`src/rtl/ctrl_decode_pipe_if.sv`:
```
// ctrl_decode_pipe_if: fetch/decode/execute handshake plus the registered control bundle
interface ctrl_decode_pipe_if #(parameter int DATA_W = 16);
  logic if_valid, id_ready, flush, ex_ready, ex_valid;
  logic [15:0] instr;
  logic [3:0] rs_addr, rt_addr, dst, alu_op;
  logic reg_write, mem_read, mem_write, mem_to_reg;
  logic alu_src_imm, branch, branch_reg, llb, lhb, pcs, hlt, halted;
  logic [2:0] branch_cond;
  logic [DATA_W-1:0] imm;
  modport master(
    output if_valid, instr, flush, ex_ready,
    input id_ready, ex_valid, rs_addr, rt_addr, dst, alu_op, reg_write, mem_read, mem_write,
    mem_to_reg, alu_src_imm, branch, branch_reg, llb, lhb, pcs, hlt, halted, branch_cond, imm
  );
  modport slave(
    input if_valid, instr, flush, ex_ready,
    output id_ready, ex_valid, rs_addr, rt_addr, dst, alu_op, reg_write, mem_read, mem_write,
    mem_to_reg, alu_src_imm, branch, branch_reg, llb, lhb, pcs, hlt, halted, branch_cond, imm
  );
endinterface

```
`src/rtl/ctrl_decode_pipe.sv`:
```
// ctrl_decode_pipe: registered WISC-S25 decode stage with load-use stall, flush and HLT drain
module ctrl_decode_pipe #(
  parameter int DATA_W     = 16,
  parameter int HALT_DRAIN = 4
) (
  input logic clk,
  input logic rst,
  ctrl_decode_pipe_if.slave bus
);
  localparam int CW = HALT_DRAIN > 1 ? $clog2(HALT_DRAIN) : 1;
  typedef enum logic [1:0] {RUN, DRAIN, HALTED} state_t;
  typedef struct packed {
    logic [3:0] dst;
    logic reg_write, mem_read, mem_write, mem_to_reg;
    logic [3:0] alu_op;
    logic alu_src_imm, branch, branch_reg, llb, lhb, pcs, hlt;
    logic [2:0] branch_cond;
    logic [DATA_W-1:0] imm;
  } bundle_t;
  state_t state_q;
  logic [CW-1:0] cnt_q;
  logic halted_q, ex_valid_d, ex_valid_q;
  bundle_t dec, slot_d, slot_q;
  logic [3:0] op, rd, rs, rt;
  logic is_lw, is_sw, is_llb, is_lhb, use_rs, use_rt, use_rd, hazard, adv, ready, acc;
  assign op = bus.instr[15:12];
  assign rd = bus.instr[11:8];
  assign rs = bus.instr[7:4];
  assign rt = bus.instr[3:0];
  assign is_lw = op == 4'h8;
  assign is_sw = op == 4'h9;
  assign is_llb = op == 4'hA;
  assign is_lhb = op == 4'hB;
  assign bus.rs_addr = rs;
  assign bus.rt_addr = (is_lw | is_sw | is_llb | is_lhb) ? rd : rt;
  assign use_rs = op <= 4'h9 || op == 4'hD;
  assign use_rt = op <= 4'h3 || op == 4'h7;
  assign use_rd = is_sw | is_llb | is_lhb;
  assign hazard = ex_valid_q & slot_q.mem_read &
                  ((use_rs & slot_q.dst == rs) | (use_rt & slot_q.dst == rt) | (use_rd & slot_q.dst == rd));
  assign adv = !ex_valid_q | bus.ex_ready;
  assign ready = !rst & state_q == RUN & adv & !hazard;
  assign acc = bus.if_valid & ready;
  assign bus.id_ready = ready;
  // decode the presented instruction into a control bundle
  always_comb begin
    dec = '0;
    dec.reg_write = op <= 4'h8 || is_llb || is_lhb || op == 4'hE;
    dec.dst = dec.reg_write ? rd : 4'h0;
    dec.alu_op = op <= 4'h7 ? op : 4'h0;
    dec.alu_src_imm = op inside {4'h4, 4'h5, 4'h6, 4'h8, 4'h9};
    dec.mem_read = is_lw;
    dec.mem_to_reg = is_lw;
    dec.mem_write = is_sw;
    dec.branch = op == 4'hC || op == 4'hD;
    dec.branch_reg = op == 4'hD;
    dec.llb = is_llb;
    dec.lhb = is_lhb;
    dec.pcs = op == 4'hE;
    dec.hlt = op == 4'hF;
    dec.branch_cond = dec.branch ? bus.instr[11:9] : 3'h0;
    dec.imm = op inside {4'h4, 4'h5, 4'h6} ? {{(DATA_W-4){1'b0}}, rt} :
              (is_lw | is_sw) ? {{(DATA_W-4){rt[3]}}, rt[2:0], 1'b0} :
              (is_llb | is_lhb) ? {{(DATA_W-8){1'b0}}, bus.instr[7:0]} :
              op == 4'hC ? {{(DATA_W-9){bus.instr[8]}}, bus.instr[7:0], 1'b0} : '0;
  end
  // flush kills the slot, an accepted instruction loads it, an advancing slot bubbles
  always_comb begin
    ex_valid_d = bus.flush ? 1'b0 : acc ? 1'b1 : adv ? 1'b0 : ex_valid_q;
    slot_d = (!bus.flush && acc) ? dec : slot_q;
  end
  // issue slot registers
  always_ff @(posedge clk) begin
    if (rst) begin
      ex_valid_q <= 1'b0;
      slot_q <= '0;
    end else begin
      ex_valid_q <= ex_valid_d;
      slot_q <= slot_d;
    end
  end
  // halt sequencing: an accepted HLT drains for HALT_DRAIN cycles unless flushed as wrong-path
  always_ff @(posedge clk) begin
    if (rst) begin
      state_q <= RUN;
      cnt_q <= '0;
      halted_q <= 1'b0;
    end else begin
      case (state_q)
        RUN: if (acc && !bus.flush && op == 4'hF) begin
          state_q <= DRAIN;
          cnt_q <= CW'(HALT_DRAIN - 1);
        end
        DRAIN: if (bus.flush) begin
          state_q <= RUN;
          cnt_q <= '0;
        end else if (cnt_q == '0) begin
          state_q <= HALTED;
          halted_q <= 1'b1;
        end else cnt_q <= cnt_q - 1'b1;
        default: state_q <= HALTED;
      endcase
    end
  end
  assign bus.ex_valid = ex_valid_q;
  assign bus.dst = slot_q.dst;
  assign bus.reg_write = slot_q.reg_write;
  assign bus.mem_read = slot_q.mem_read;
  assign bus.mem_write = slot_q.mem_write;
  assign bus.mem_to_reg = slot_q.mem_to_reg;
  assign bus.alu_op = slot_q.alu_op;
  assign bus.alu_src_imm = slot_q.alu_src_imm;
  assign bus.branch = slot_q.branch;
  assign bus.branch_reg = slot_q.branch_reg;
  assign bus.llb = slot_q.llb;
  assign bus.lhb = slot_q.lhb;
  assign bus.pcs = slot_q.pcs;
  assign bus.hlt = slot_q.hlt;
  assign bus.branch_cond = slot_q.branch_cond;
  assign bus.imm = slot_q.imm;
  assign bus.halted = halted_q;
endmodule

```
`src/flat_wrapper.sv`:
```
// flat-port wrapper written by rule: the top's interface ports become plain ports
module ctrl_decode_pipe_flat 
#(
  parameter int DATA_W     = 16,
  parameter int HALT_DRAIN = 4
)
  (clk, rst, bus_if_valid, bus_instr, bus_flush, bus_ex_ready, bus_id_ready, bus_ex_valid, bus_rs_addr, bus_rt_addr, bus_dst, bus_alu_op, bus_reg_write, bus_mem_read, bus_mem_write, bus_mem_to_reg, bus_alu_src_imm, bus_branch, bus_branch_reg, bus_llb, bus_lhb, bus_pcs, bus_hlt, bus_halted, bus_branch_cond, bus_imm);
  ctrl_decode_pipe_if #(.DATA_W(DATA_W)) bus_i ();
  input logic clk;
  input logic rst;
  input wire logic [$bits(bus_i.if_valid)-1:0] bus_if_valid;
  input wire logic [$bits(bus_i.instr)-1:0] bus_instr;
  input wire logic [$bits(bus_i.flush)-1:0] bus_flush;
  input wire logic [$bits(bus_i.ex_ready)-1:0] bus_ex_ready;
  output wire logic [$bits(bus_i.id_ready)-1:0] bus_id_ready;
  output wire logic [$bits(bus_i.ex_valid)-1:0] bus_ex_valid;
  output wire logic [$bits(bus_i.rs_addr)-1:0] bus_rs_addr;
  output wire logic [$bits(bus_i.rt_addr)-1:0] bus_rt_addr;
  output wire logic [$bits(bus_i.dst)-1:0] bus_dst;
  output wire logic [$bits(bus_i.alu_op)-1:0] bus_alu_op;
  output wire logic [$bits(bus_i.reg_write)-1:0] bus_reg_write;
  output wire logic [$bits(bus_i.mem_read)-1:0] bus_mem_read;
  output wire logic [$bits(bus_i.mem_write)-1:0] bus_mem_write;
  output wire logic [$bits(bus_i.mem_to_reg)-1:0] bus_mem_to_reg;
  output wire logic [$bits(bus_i.alu_src_imm)-1:0] bus_alu_src_imm;
  output wire logic [$bits(bus_i.branch)-1:0] bus_branch;
  output wire logic [$bits(bus_i.branch_reg)-1:0] bus_branch_reg;
  output wire logic [$bits(bus_i.llb)-1:0] bus_llb;
  output wire logic [$bits(bus_i.lhb)-1:0] bus_lhb;
  output wire logic [$bits(bus_i.pcs)-1:0] bus_pcs;
  output wire logic [$bits(bus_i.hlt)-1:0] bus_hlt;
  output wire logic [$bits(bus_i.halted)-1:0] bus_halted;
  output wire logic [$bits(bus_i.branch_cond)-1:0] bus_branch_cond;
  output wire logic [$bits(bus_i.imm)-1:0] bus_imm;
  assign bus_i.if_valid = bus_if_valid;
  assign bus_i.instr = bus_instr;
  assign bus_i.flush = bus_flush;
  assign bus_i.ex_ready = bus_ex_ready;
  assign bus_id_ready = bus_i.id_ready;
  assign bus_ex_valid = bus_i.ex_valid;
  assign bus_rs_addr = bus_i.rs_addr;
  assign bus_rt_addr = bus_i.rt_addr;
  assign bus_dst = bus_i.dst;
  assign bus_alu_op = bus_i.alu_op;
  assign bus_reg_write = bus_i.reg_write;
  assign bus_mem_read = bus_i.mem_read;
  assign bus_mem_write = bus_i.mem_write;
  assign bus_mem_to_reg = bus_i.mem_to_reg;
  assign bus_alu_src_imm = bus_i.alu_src_imm;
  assign bus_branch = bus_i.branch;
  assign bus_branch_reg = bus_i.branch_reg;
  assign bus_llb = bus_i.llb;
  assign bus_lhb = bus_i.lhb;
  assign bus_pcs = bus_i.pcs;
  assign bus_hlt = bus_i.hlt;
  assign bus_halted = bus_i.halted;
  assign bus_branch_cond = bus_i.branch_cond;
  assign bus_imm = bus_i.imm;
  ctrl_decode_pipe #(.DATA_W(DATA_W), .HALT_DRAIN(HALT_DRAIN)) u_core (.clk(clk), .rst(rst), .bus(bus_i));
endmodule
```
`config.mk`:
```
export PLATFORM = sky130hd
export DESIGN_NAME = ctrl_decode_pipe_flat
export DESIGN_NICKNAME = d
export VERILOG_FILES = /design/src/rtl/ctrl_decode_pipe_if.sv /design/src/rtl/ctrl_decode_pipe.sv /design/src/flat_wrapper.sv
export SDC_FILE = /design/constraint.sdc
export NUM_CORES = 1
export LEC_CHECK = 0
export BUFFER_PORTS_ARGS = -buffer_cell sky130_fd_sc_hd__buf_2
export CAP_MARGIN = 10
export CORE_MARGIN = 3
export CORE_UTILIZATION = 47
export CTS_BUF_LIST = sky130_fd_sc_hd__clkbuf_8
export DETAILED_ROUTE_END_ITERATION = 8
export PLACE_DENSITY = 0.74
export SLEW_MARGIN = 20
export SYNTH_ARGS = -nofsm -noshare
export SYNTH_HDL_FRONTEND = slang
export SYNTH_SLANG_ARGS = --single-unit
```
`constraint.sdc`:
```
create_clock -name clk -period 2.1 [get_ports clk]
set_clock_uncertainty 0.15 [all_clocks]
set_input_delay 0.525 -clock clk [delete_from_list [all_inputs] [get_ports clk]]
set_output_delay 0.525 -clock clk [all_outputs]
set_load 0.02 [all_outputs]
```
Yosys cells after proc, flatten, opt, wreduce, memory -nomap -nowiden
Index checks and enable logic that the tools add are counted.

Memories kept: 0. Bits in registers: 43. Bits in latches: 0. Word-level logic and storage cells: 101. RAM bits: 0. Input port bits: 21. Bits in read-only memories: 0.

Mux-type cells: 18. Eq/ne operators: 19. Divide/modulo/power cells: 0. Multipliers: 0. Shift-type cells: 0. Order comparisons: 4. Add/subtract/negate cells: 1. Reduce and logical (&&, ||, !) cells: 22. Bitwise operators: 19.

Operators by type and width (number): 16-bit 2-to-1 mux (4); 4-bit == test, second input constant (8); 4-bit by 3-bit == test with 1-bit output, second input constant (4); 4-bit == test (3); 2-bit 2-to-1 mux (6); 4-bit 2-to-1 mux (3); 1-bit AND (9); 1-bit OR (9); 4-bit less-or-equal comparator, second input constant (2); 2-bit one-hot mux with 2 select lines (2); 1-bit logical OR (6); 3-bit AND reduction (2); 5-bit nonzero test (1); 4-bit by 2-bit less-or-equal comparator with 1-bit output, second input constant (1); 4-bit by 3-bit less-or-equal comparator with 1-bit output, second input constant (1); 1-bit logical NOT (4); 2-bit logical NOT (2); 2-bit nonzero test (2); 3-bit 2-to-1 mux (1); 3-bit by 2-bit != test with 1-bit output, second input constant (1); 3-bit != test, second input constant (1); 3-bit nonzero test (1); 2-bit by 1-bit == test with 1-bit output, second input constant (1); 1-bit logical AND (2); 6 further kinds (7).

Logic depth before layout (Yosys ltp)
Depth after elaboration: 13. Mapped depth: 7. Gate-level depth less buffers: 7.

Worst setup path after synthesis
OpenSTA, ideal clock, no wires.

Path type: in2out. From: input port rst. To: output port bus_id_ready. Data required time: 1.425 ns. Data arrival time: 1.562 ns. Slack: -0.137 ns. Stages on the path: 4. Cell sequence: or4_4 > a21oi_4 > nand2_1 > a21oi_1.

Word-level cells in the longest chain between the ends: 4.

Ends and longest elaborated chain: start: declaration (RTL line flat_wrapper.sv:10) `input logic rst;`; 1-bit logical NOT (RTL line ctrl_decode_pipe.sv:42) `assign ready = !rst & state_q == RUN & adv & !hazard;`; 1-bit AND (3 in a row) (RTL line ctrl_decode_pipe.sv:42); end: declaration (RTL line flat_wrapper.sv:15) `output wire logic [$bits(bus_i.id_ready)-1:0] bus_id_ready;`.

No other way between the ends.

Worst setup path in the final report
From: register u_core.ex_valid_q, in the netlist u_core.bus.ex_valid. To: output port bus_id_ready.

Word-level cells in the longest chain between the ends: 4. Elaborated cells on any way between the ends: 7. Classes of those cells: bitwise (5); reduce/logical (2).

Ends and longest elaborated chain: start: declaration (RTL line ctrl_decode_pipe.sv:22) `logic halted_q, ex_valid_d, ex_valid_q;`; start signal: assignment (RTL line ctrl_decode_pipe.sv:78) `ex_valid_q <= ex_valid_d;`; 1-bit logical NOT or 1-bit AND (tied branches) (RTL line ctrl_decode_pipe.sv:41, ctrl_decode_pipe.sv:39); 1-bit OR or 1-bit AND (tied branches) (RTL line ctrl_decode_pipe.sv:41, ctrl_decode_pipe.sv:39); 1-bit AND or 1-bit logical NOT (tied branches) (RTL line ctrl_decode_pipe.sv:42); 1-bit AND (*) (RTL line ctrl_decode_pipe.sv:42).

Mark *: on every way between the ends. The rest lies on a longest branch, timed or not.

==> out/results.md <==
- 0.07 ns — CTS clk-pin slew, worst paths
- 0.7756 — worst max-slew margin expressed relative to the limit
- true — RSZ-0062 raised after global routing
- 0 — total global routing overflow
- 0 — antenna viol nets, final
- 0 — share of async-settable or async-resettable flops after synthesis
- 0.9056 — weighted congestion reported at the end of routability-driven placement
- 5467 sq um — die footprint
- 40.20% — Layout Area Growth over Synthesis
- 3042 sq um — summed area of non-filler cells in the final layout
- clkbuf_8 — Root Driver
- 2 — maximum fanout along the worst path
- 32 — Final setup viols
- 0 — number of DRC violations after detailed routing
- 0 — count of final hold-check violations
- finished with violations — run status
- 124 — DRT iter0 DRCs
- 0.3414 — portion of synthesized cell area occupied by the leading cell type
- 2891 um — wire length on met2
- 576.1 nW/um^2 — PD cells
- 24 — num rows
- 0.30 ns — latest clock arrival within the worst-skew pair
- 0.210 — power share of the combinational group
- 0.3083 ns — Fin Hold WS
- 2.332 ns — post-route minimum period
- 0.3994 — fraction of final layout cells sized beyond drive strength 1
- 0.3366 ns — slew of the pin with the lowest slew margin
- dfxtp_1, mux2i_1, nand2_1 — Synth area leaders
- reg -> out — critical path type
- 0 — number of diodes
- 332 um — total met3 wirelength after detailed routing
- 0.4915 — starting utilization of the core area
- 0 — max-capacitance violation count
- 8.281 sq um — average size of a mapped cell
- 2 — CTS H-Tree Depth
- 0 — initial antenna violation count
- 9632 um — global-route wire length before repair
- 2,148 — via count
- 0.4754 mW — reported net switching power
- output port — crit end category
- 4 — number of optimization iterations in the first detailed-route pass
- met4 — DR top layer
- 2662 um — met1 routed wirelength after detailed routing
- 4414 sq um — placeable core region
- negative setup slack — violations in the final reports
- 262 — number of standard cells after synthesis
- 18 — pin count of the biggest net entering global routing
- 2,026 — via count of the first global-routing pass
- 0.376 — Clock Power Share
- 0.6891 — post-layout util
- nand2_1, dfxtp_1, mux2i_1, nor2_1, buf_4 — commonest cells in the netlist
- flip-flop — kind of launch point of the worst setup path
- 0.2307 — aggregate global-route resource usage
- 1.110 — share of the clock period used by the worst path
- 0.4288 GHz — timing-limited maximum frequency
- 1.611 nW — static leakage power
- 73.94 um — DIE HEIGHT
- 6022 um — total wire length after detailed routing
- nand2_1 — most repeated cell in the gate-level netlist after synthesis
- 70 — top-level I/O count
- dfxtp_1 — most instantiated flip-flop cell in the synthesis netlist
- dfxtp_1 — cell taking the most area after synthesis
- 41 — Cell variety after synth
- 379 — nets@finish
- 0 — Slew Limit Fails
- 69 — Port-buffer cells
- 0.2713 — Sw Ratio
- 1.66 ns — arrival time at the worst endpoint
- 2 — maximum buffer depth of the clock tree
- 284 — post-synthesis net count
- 0.413 — sequential fraction of design power
- 0 — cts hold-fix bufs
- 0 — number of synthesized flops with an enable pin
- done — CTS tree
- 10 — max reg flops
- 4441 um — HPWL after DPL
- 0.3414 — fraction of the yosys area taken by sequential cells
- 1.42 ns — required time of the critical path
- 73.94 um — Die Wd
- 2170 sq um — Synth Cell Area
- 1.277 mW — cell internal power dissipation
- reg -> reg — HP Class
- 14.69 um — wire length per cell
- 37 — post-synthesis register bit count
- 37 — TritonCTS Sinks
- 2798 sq um — area after detailed placement
- 0.3681 mV — worst vdd ir
- 5 — CTS buffer count
- 0 — synth warn
- 5.239 — drt via density
- -0.2319 ns — final worst-path setup slack
logic make-up (layout without fill, tap and decap cells):
logic type / Yosys count / count (layout) / share of synthesized area
compound gates: 42 / 42 / 0.1344
xor+xnor: 12 / 12 / 0.04844
fa+ha+maj: 1 / 1 / 0.005766
buf+inv: 34 / 130 / 0.08592
flops: 37 / 37 / 0.3414
mux: 33 / 33 / 0.1592
simple gates: 103 / 103 / 0.2249
area by class of cell:
cell class | instances | area [sq um]
clock buffer | 6 | 82.58
clock inverter | 2 | 37.54
fill | 355 | 1373
inverter | 5 | 18.77
multi-input combinational | 191 | 1304
sequential | 37 | 747.0
tap | 52 | 65.06
timing repair buffer | 117 | 787.0
layout by cell type (no fill, tap or decap), types with 2 or more instances in the layout:
cell	netlist	layout
buf_2	2	62
nand2_1	50	49
buf_4	13	45
dfxtp_1	37	34
mux2i_1	27	27
nor2_1	14	14
xor2_1	12	12
nor2b_1	12	11
o21ai_0	10	9
nand2b_1	8	8
a21oi_1	9	8
buf_6	1	7
mux2_4	2	6
a2bb2oi_1	6	6
clkbuf_8	0	6
inv_1	5	5
nand3_1	5	5
nor3_1	3	3
a21o_1	3	3
o22ai_1	3	3
a31oi_1	3	3
and3_1	3	3
buf_12	0	3
a21oi_4	1	2
dfxtp_2	0	2
repair_timing:
item / in CTS / in global routing
gates resized for setup: 22 / 9
cloned: 0 / 0
setup buffers: 2 / 3
setup endpoints to repair: 5 / 31
pin swaps: 0 / 2
power groups by stage:
stage / Clock, mW / Combinational (mW) / Sequential (mW)
after CTS: 0.669 / 0.359 / 0.725
after global routing: 0.689 / 0.398 / 0.726
after floorplan: 0 / 0.182 / 0.757
after global placement: 0 / 0.330 / 0.741
final: 0.659 / 0.368 / 0.724
after detailed placement: 0 / 0.334 / 0.742
critical path, stage by stage (launching register included):
cell	delay (ns)
dfxtp_2	0.32
nor2b_1	0.14
or4_4	0.43
a21oi_4	0.15
nand2_2	0.07
a21oi_4	0.12
buf_6	0.13
metal layers:
metal | up-vias | track usage
li1 | 1072 | -
met1 | 990 | 0.2995
met2 | 73 | 0.3760
met3 | 13 | 0.04459
met4 | 0 | 0.09457
met5 | - | 0
worst paths after layout:
kind / from / endpoint / slack [ns] / cells past startpoint
setup / recovery: u_core.bus.ex_valid / bus_id_ready / -0.23 / 6
setup reg to reg: u_core.bus.dst[0] / u_core.bus.branch / -0.18 / 9
hold reg to reg: u_core.bus.imm[1] / u_core.bus.imm[1] / 0.31 / 2
hold / removal: u_core.bus.imm[1] / u_core.bus.imm[1] / 0.31 / 2
per-stage QoR:
stage	TNS, ns	instances	setup WS [ns]	total power, mW
2_1_floorplan	-0.02891	262	-0.02891	0.9391
3_3_place_gp	-2.806	398	-0.1943	1.071
3_5_place_dp	-3.701	398	-0.1985	1.075
4_1_cts	-0.2213	408	-0.2213	1.752
5_1_grt	-5.746	410	-0.2661	1.814
6_report	-2.810	410	-0.2319	1.752
Power figures use the tool's default switching activity.
